**src/rtl/pb_debounce_pkg.sv**
```systemverilog
// pb_debounce_pkg
// Shared types and limits for the push-button debounce stage.
//   db_state_t     : debounce state machine encoding (2-bit enum)
//   DB_MIN_STABLE  : smallest legal STABLE_CYCLES value
package pb_debounce_pkg;

   typedef enum logic [1:0] {
      IDLE_LOW  = 2'd0,
      WAIT_HIGH = 2'd1,
      IDLE_HIGH = 2'd2,
      WAIT_LOW  = 2'd3
   } db_state_t;

   localparam int unsigned DB_MIN_STABLE = 2;

endpackage

```
**src/rtl/pb_debounce_ff_sync2.sv**
```systemverilog
// ff_sync2
// Two-flop synchronizer for a single asynchronous input bit.
// Reusable by any stage that brings an async level into the clk domain.
// Ports:
//   clk      : sampling clock, rising edge
//   reset_n  : synchronous active-low reset, clears both flops to 0
//   d        : asynchronous input
//   q        : synchronized output (second flop)
module ff_sync2 (
   input  logic clk,
   input  logic reset_n,
   input  logic d,
   output logic q
);

   logic s1_q;
   logic s2_q;

   always_ff @(posedge clk) begin
      if (!reset_n) begin
         s1_q <= 1'b0;
         s2_q <= 1'b0;
      end else begin
         s1_q <= d;
         s2_q <= s1_q;
      end
   end

   assign q = s2_q;

endmodule

```
**src/rtl/pb_debounce.sv**
```systemverilog
// pb_debounce
// Push-button conditioning: two-flop synchronizer followed by a
// counter-qualified debounce FSM. Produces a clean level and one-cycle
// rise/fall strobes.
// Parameters:
//   STABLE_CYCLES : consecutive disagreeing synchronized samples needed to
//                   change the level (>= DB_MIN_STABLE)
// Ports:
//   clk        : sole clock, rising edge
//   reset_n    : synchronous active-low reset
//   pb_in      : raw asynchronous button input
//   pb_level   : debounced level (registered)
//   rise_pulse : one-cycle strobe on level 0->1 (registered)
//   fall_pulse : one-cycle strobe on level 1->0 (registered); only built
//                when PB_DEBOUNCE_FALL_EN is defined, otherwise tied to 0
//
// state     | meaning
// ----------+--------------------------------------------------------
// IDLE_LOW  | level is 0, waiting for a 1 sample
// WAIT_HIGH | counting consecutive 1 samples toward a rise
// IDLE_HIGH | level is 1, waiting for a 0 sample
// WAIT_LOW  | counting consecutive 0 samples toward a fall
module pb_debounce
   import pb_debounce_pkg::*;
#(
   parameter int unsigned STABLE_CYCLES = 50000
) (
   input  logic clk,
   input  logic reset_n,
   input  logic pb_in,
   output logic pb_level,
   output logic rise_pulse,
   output logic fall_pulse
);

   localparam int unsigned CW = $clog2(STABLE_CYCLES + 1);
   localparam logic [CW-1:0] CNT_LAST = CW'(STABLE_CYCLES - 1);

   generate
      if (STABLE_CYCLES < DB_MIN_STABLE) begin : g_bad_param
         $error("pb_debounce: STABLE_CYCLES must be at least DB_MIN_STABLE");
      end
   endgenerate

   logic s2;

   ff_sync2 u_sync (
      .clk     (clk),
      .reset_n (reset_n),
      .d       (pb_in),
      .q       (s2)
   );

   db_state_t     state_q, state_d;
   logic [CW-1:0] cnt_q, cnt_d;
   logic          level_q, level_d;
   logic          rise_q, rise_d;
`ifdef PB_DEBOUNCE_FALL_EN
   logic          fall_q, fall_d;
`endif

   always_ff @(posedge clk) begin
      if (!reset_n) begin
         state_q <= IDLE_LOW;
         cnt_q   <= '0;
         level_q <= 1'b0;
         rise_q  <= 1'b0;
`ifdef PB_DEBOUNCE_FALL_EN
         fall_q  <= 1'b0;
`endif
      end else begin
         state_q <= state_d;
         cnt_q   <= cnt_d;
         level_q <= level_d;
         rise_q  <= rise_d;
`ifdef PB_DEBOUNCE_FALL_EN
         fall_q  <= fall_d;
`endif
      end
   end

   // The counter only advances below CNT_LAST, so it can never wrap.
   always_comb begin
      state_d = state_q;
      cnt_d   = cnt_q;
      level_d = level_q;
      rise_d  = 1'b0;
`ifdef PB_DEBOUNCE_FALL_EN
      fall_d  = 1'b0;
`endif
      case (state_q)
         IDLE_LOW: begin
            cnt_d   = '0;
            level_d = 1'b0;
            if (s2) begin
               state_d = WAIT_HIGH;
               cnt_d   = CW'(1);
            end
         end
         WAIT_HIGH: begin
            if (!s2) begin
               state_d = IDLE_LOW;
               cnt_d   = '0;
            end else if (cnt_q == CNT_LAST) begin
               state_d = IDLE_HIGH;
               cnt_d   = '0;
               level_d = 1'b1;
               rise_d  = 1'b1;
            end else begin
               cnt_d = cnt_q + CW'(1);
            end
         end
         IDLE_HIGH: begin
            cnt_d   = '0;
            level_d = 1'b1;
            if (!s2) begin
               state_d = WAIT_LOW;
               cnt_d   = CW'(1);
            end
         end
         WAIT_LOW: begin
            if (s2) begin
               state_d = IDLE_HIGH;
               cnt_d   = '0;
            end else if (cnt_q == CNT_LAST) begin
               state_d = IDLE_LOW;
               cnt_d   = '0;
               level_d = 1'b0;
`ifdef PB_DEBOUNCE_FALL_EN
               fall_d  = 1'b1;
`endif
            end else begin
               cnt_d = cnt_q + CW'(1);
            end
         end
         default: begin
            state_d = IDLE_LOW;
            cnt_d   = '0;
            level_d = 1'b0;
         end
      endcase
   end

   assign pb_level   = level_q;
   assign rise_pulse = rise_q;
`ifdef PB_DEBOUNCE_FALL_EN
   assign fall_pulse = fall_q;
`else
   assign fall_pulse = 1'b0;
`endif

endmodule

```
**config.mk**
```make
export PLATFORM = sky130hd
export DESIGN_NAME = pb_debounce
export DESIGN_NICKNAME = d
export VERILOG_FILES = /design/src/rtl/pb_debounce_pkg.sv /design/src/rtl/pb_debounce_ff_sync2.sv /design/src/rtl/pb_debounce.sv
export SDC_FILE = /design/constraint.sdc
export NUM_CORES = 1
export LEC_CHECK = 0
export BUFFER_PORTS_ARGS = -buffer_cell sky130_fd_sc_hd__buf_2
export CAP_MARGIN = 20
export CORE_ASPECT_RATIO = 0.7
export CORE_MARGIN = 3
export CORE_UTILIZATION = 58
export CTS_CLUSTER_DIAMETER = 50
export DETAILED_ROUTE_END_ITERATION = 8
export PLACE_DENSITY_LB_ADDON = 0.1
export SLEW_MARGIN = 20
export SYNTH_ARGS = -nofsm -noshare
export SYNTH_HDL_FRONTEND = slang
export SYNTH_SLANG_ARGS = --single-unit
```
**constraint.sdc**
```tcl
create_clock -name clk -period 2.15 [get_ports clk]
set_input_delay 0.1075 -clock clk [delete_from_list [all_inputs] [get_ports clk]]
set_output_delay 0.1075 -clock clk [all_outputs]
set_load 0.02 [all_outputs]
```
==> impl_results.md <==
- Mapped cell area: 0.00114 mm^2
- Hold_buf cts: 1
- CTS Buf Count: 3
- Pleak: 0.401 nW
- Detailed Place HPWL: 1580 um
- Max incr delay on CP: 0.39 ns
- Synth Instances: 124
- Crit Path Class: reg2reg
- Synth Net Count: 133
- Worst EP required: 2.35 ns
- Critical path's slowest cell: dfxtp_1
- H-tree lvl count: 1
- Power per Cell Area: 578 mW/mm^2
- Gpl congestion: 0.779
- Post-CTS setup buffers: 0
- Gr ovfl total: 0
- First-pass GRT wire length: 3510 um
- CTS resizes: 0
- Pint: 526 uW
- VDD IR-drop max: 583 uV
- Die H: 43.1 um
- Drt first pass iters: 6
- Core region area: 0.00171 mm^2
- Crit start category: flop
- Synth Area per Inst: 9.17 um^2
- DRT iter0 DRCs: 31
- CP Data Arrival Time: 2.00 ns
- DR WL/cell: 13.4 um
- Vias: 842
- Synth area leaders: dfxtp_1, xnor2_1, ha_1
- Final instance count without filler cells: 151
- Hold Path Class: in2reg
- Most frequent cells in the layout: dfxtp_1, nor2_1, xnor2_1, inv_1, nand3_1
- Outcome: completed
- Hold slack final: 0.120 ns
- Gate power share: 12.8%
- Synth top area share: 38.7%
- Cells after DPL: 147
- Seq cells post-synth: 22
- Area Overhead vs Synth: 6.16%
- Routed Antenna Nets: 0
- CTS max path bufs: 2
- Max Cap Viol: 0
- Die Area: 0.00254 mm^2
- Worst-path maximum fanout: 8
- Hold Fails Final Rpt: 0
- Critical path endpoint category: flop
- Switching Fraction: 24.7%
- Clk_skew: 0.0105 ns
- N_diodes: 0
- Psw: 172 uW
- DRC Markers: 0
- Vias in the first global route: 739
- I/O pins: 6
- Clk pwr share: 25.5%
- CTS tree: done
- RSZ-0062 raised after global routing: false
- Routed vias/inst: 5.58
- Area leader, netlist: dfxtp_1
- Synth unique cells: 34
- Maximum clock frequency: 556 MHz
- Commonest non-fill, non-tap cell in the layout: dfxtp_1
- CP top delay family: flip-flops
- Sequential Power Share: 61.7%
- Largest net degree at the start of global routing: 12
- Fill cells: 136
- Synth Warn #: 0
- Layout cells sized above 1: 13.1%
- CTS root buffer: clkbuf_4
- Overall routing resource usage: 18.6%
- Skew-Pair Late Insertion Delay: 0.31 ns
- Tot Pwr: 698 uW
- Seq/Total Area, Yosys: 38.7%
- Core Util, Final: 70.5%
- Die width: 58.9 um
- CTS sink count: 22
- Standard-cell row count: 12
- # port buffers: 4
- Crit path buf inv count: 2
- Clock period minus final worst setup slack: 1.80 ns
- Count of pins over their slew limit: 0
- Part of the cycle the worst path needs: 83.7%
- Starting Density: 66.4%
- Setup TNS: 0 ns
- Layout Nets: 141
- Worst-path clk slew: 0.11 ns
- Final WL: 2030 um
- CP Cell Sequence: inv_1 > ha_1 > mux2_2 > nand4b_1 > buf_4 > nor2_1
- Initial antenna violation count: 0
- # setup viols final: 0
## cells in the mapped netlist
master	n
nor2b_1	1
mux2_2	2
mux2i_1	1
a211o_1	1
a221oi_1	1
a21o_2	1
buf_2	1
and4bb_1	1
inv_1	8
a31o_2	1
and2_1	4
xor2_1	2
conb_1	1
nand4_4	1
nand3b_1	1
a211oi_1	2
nand2_1	5
nor2_1	20
a2111oi_4	1
nand4_1	5
nor3_4	1
and4bb_2	1
xnor2_1	11
nand3_1	7
buf_4	1
nor3_1	4
and4_4	1
nand4b_1	1
o21bai_1	1
ha_1	6
clkbuf_1	1
dfxtp_1	22
nor4_1	3
a21oi_1	4
## sequential cells by signal, indices dropped and copies added, names as in the netlist, named ones only
name and cells:
cnt_q 16, u_sync.q 1, state_q 1, u_sync.s1_q 1
pb_level 1, rise_pulse 1
## power by group through the flow
| stage | clock [mW] | sequential (mW) | combinational, mW |
|---|---|---|---|
| 2_1_floorplan | 0 | 0.443 | 0.0653 |
| 3_3_place_gp | 0 | 0.439 | 0.0850 |
| 3_5_place_dp | 0 | 0.440 | 0.0875 |
| 4_1_cts | 0.191 | 0.430 | 0.0897 |
| 5_1_grt | 0.210 | 0.432 | 0.101 |
| 6_report | 0.178 | 0.430 | 0.0897 |
## area by class of cell
type | count | area [um^2] | area share (%)
Timing Repair Buffer | 6 | 37.5 | 3.11
Clock buffer | 3 | 22.5 | 1.87
Sequential cell | 22 | 440 | 36.5
Tap cell | 21 | 26.3 | 2.18
Multi-Input combinational cell | 91 | 651 | 53.9
Inverter | 8 | 30.0 | 2.49
## stage by stage
stage | setup WS (ns) | cell area [um^2]
2_1_floorplan | 0.593 | 1140
3_5_place_dp | 0.410 | 1170
4_1_cts | 0.366 | 1210
6_report | 0.351 | 1210
5_1_grt | 0.221 | 1210
3_3_place_gp | 0.451 | 1170
## metal layers
layer / global-route usage [%] / vias up / part of all wire [%] / wire [um]
met5: 0 / - / 0 / 0
met4: 5.43 / 0 / 1.3 / 26
met3: 6.38 / 4 / 5.0 / 102
met2: 24.0 / 20 / 39 / 799
met1: 28.1 / 377 / 54 / 1100
li1: - / 441 / - / -
## path summary, 6_finish.rpt
| check | from | to | cells after the start | slack (ns) |
|---|---|---|---|---|
| max | flop | cnt_q[13] | 6 | 0.35 |
| min | reset_n | rise_pulse | 3 | 0.12 |
| max reg2reg | flop | cnt_q[13] | 6 | 0.35 |
| min reg2reg | u_sync.s1_q | u_sync.q | 1 | 0.45 |
## cells by family (layout without fill, tap and decap cells)
kind of cell | after synthesis | in the layout | synth area share [%]
flops | 22 | 22 | 38.7
simple gates | 56 | 56 | 28.2
buf+inv | 11 | 17 | 4.07
fa+ha+maj | 6 | 6 | 6.60
mux | 3 | 3 | 2.86
xor+xnor | 13 | 13 | 10.0
compound gates | 12 | 12 | 9.24
other cells | 1 | 1 | 0.330
## worst min-delay path, cell delays in order
cell and delay [ns]:
buf_2 0.15, nand3_1 0.10, nor2_1 0.04
Power figures use the tool's default switching activity.
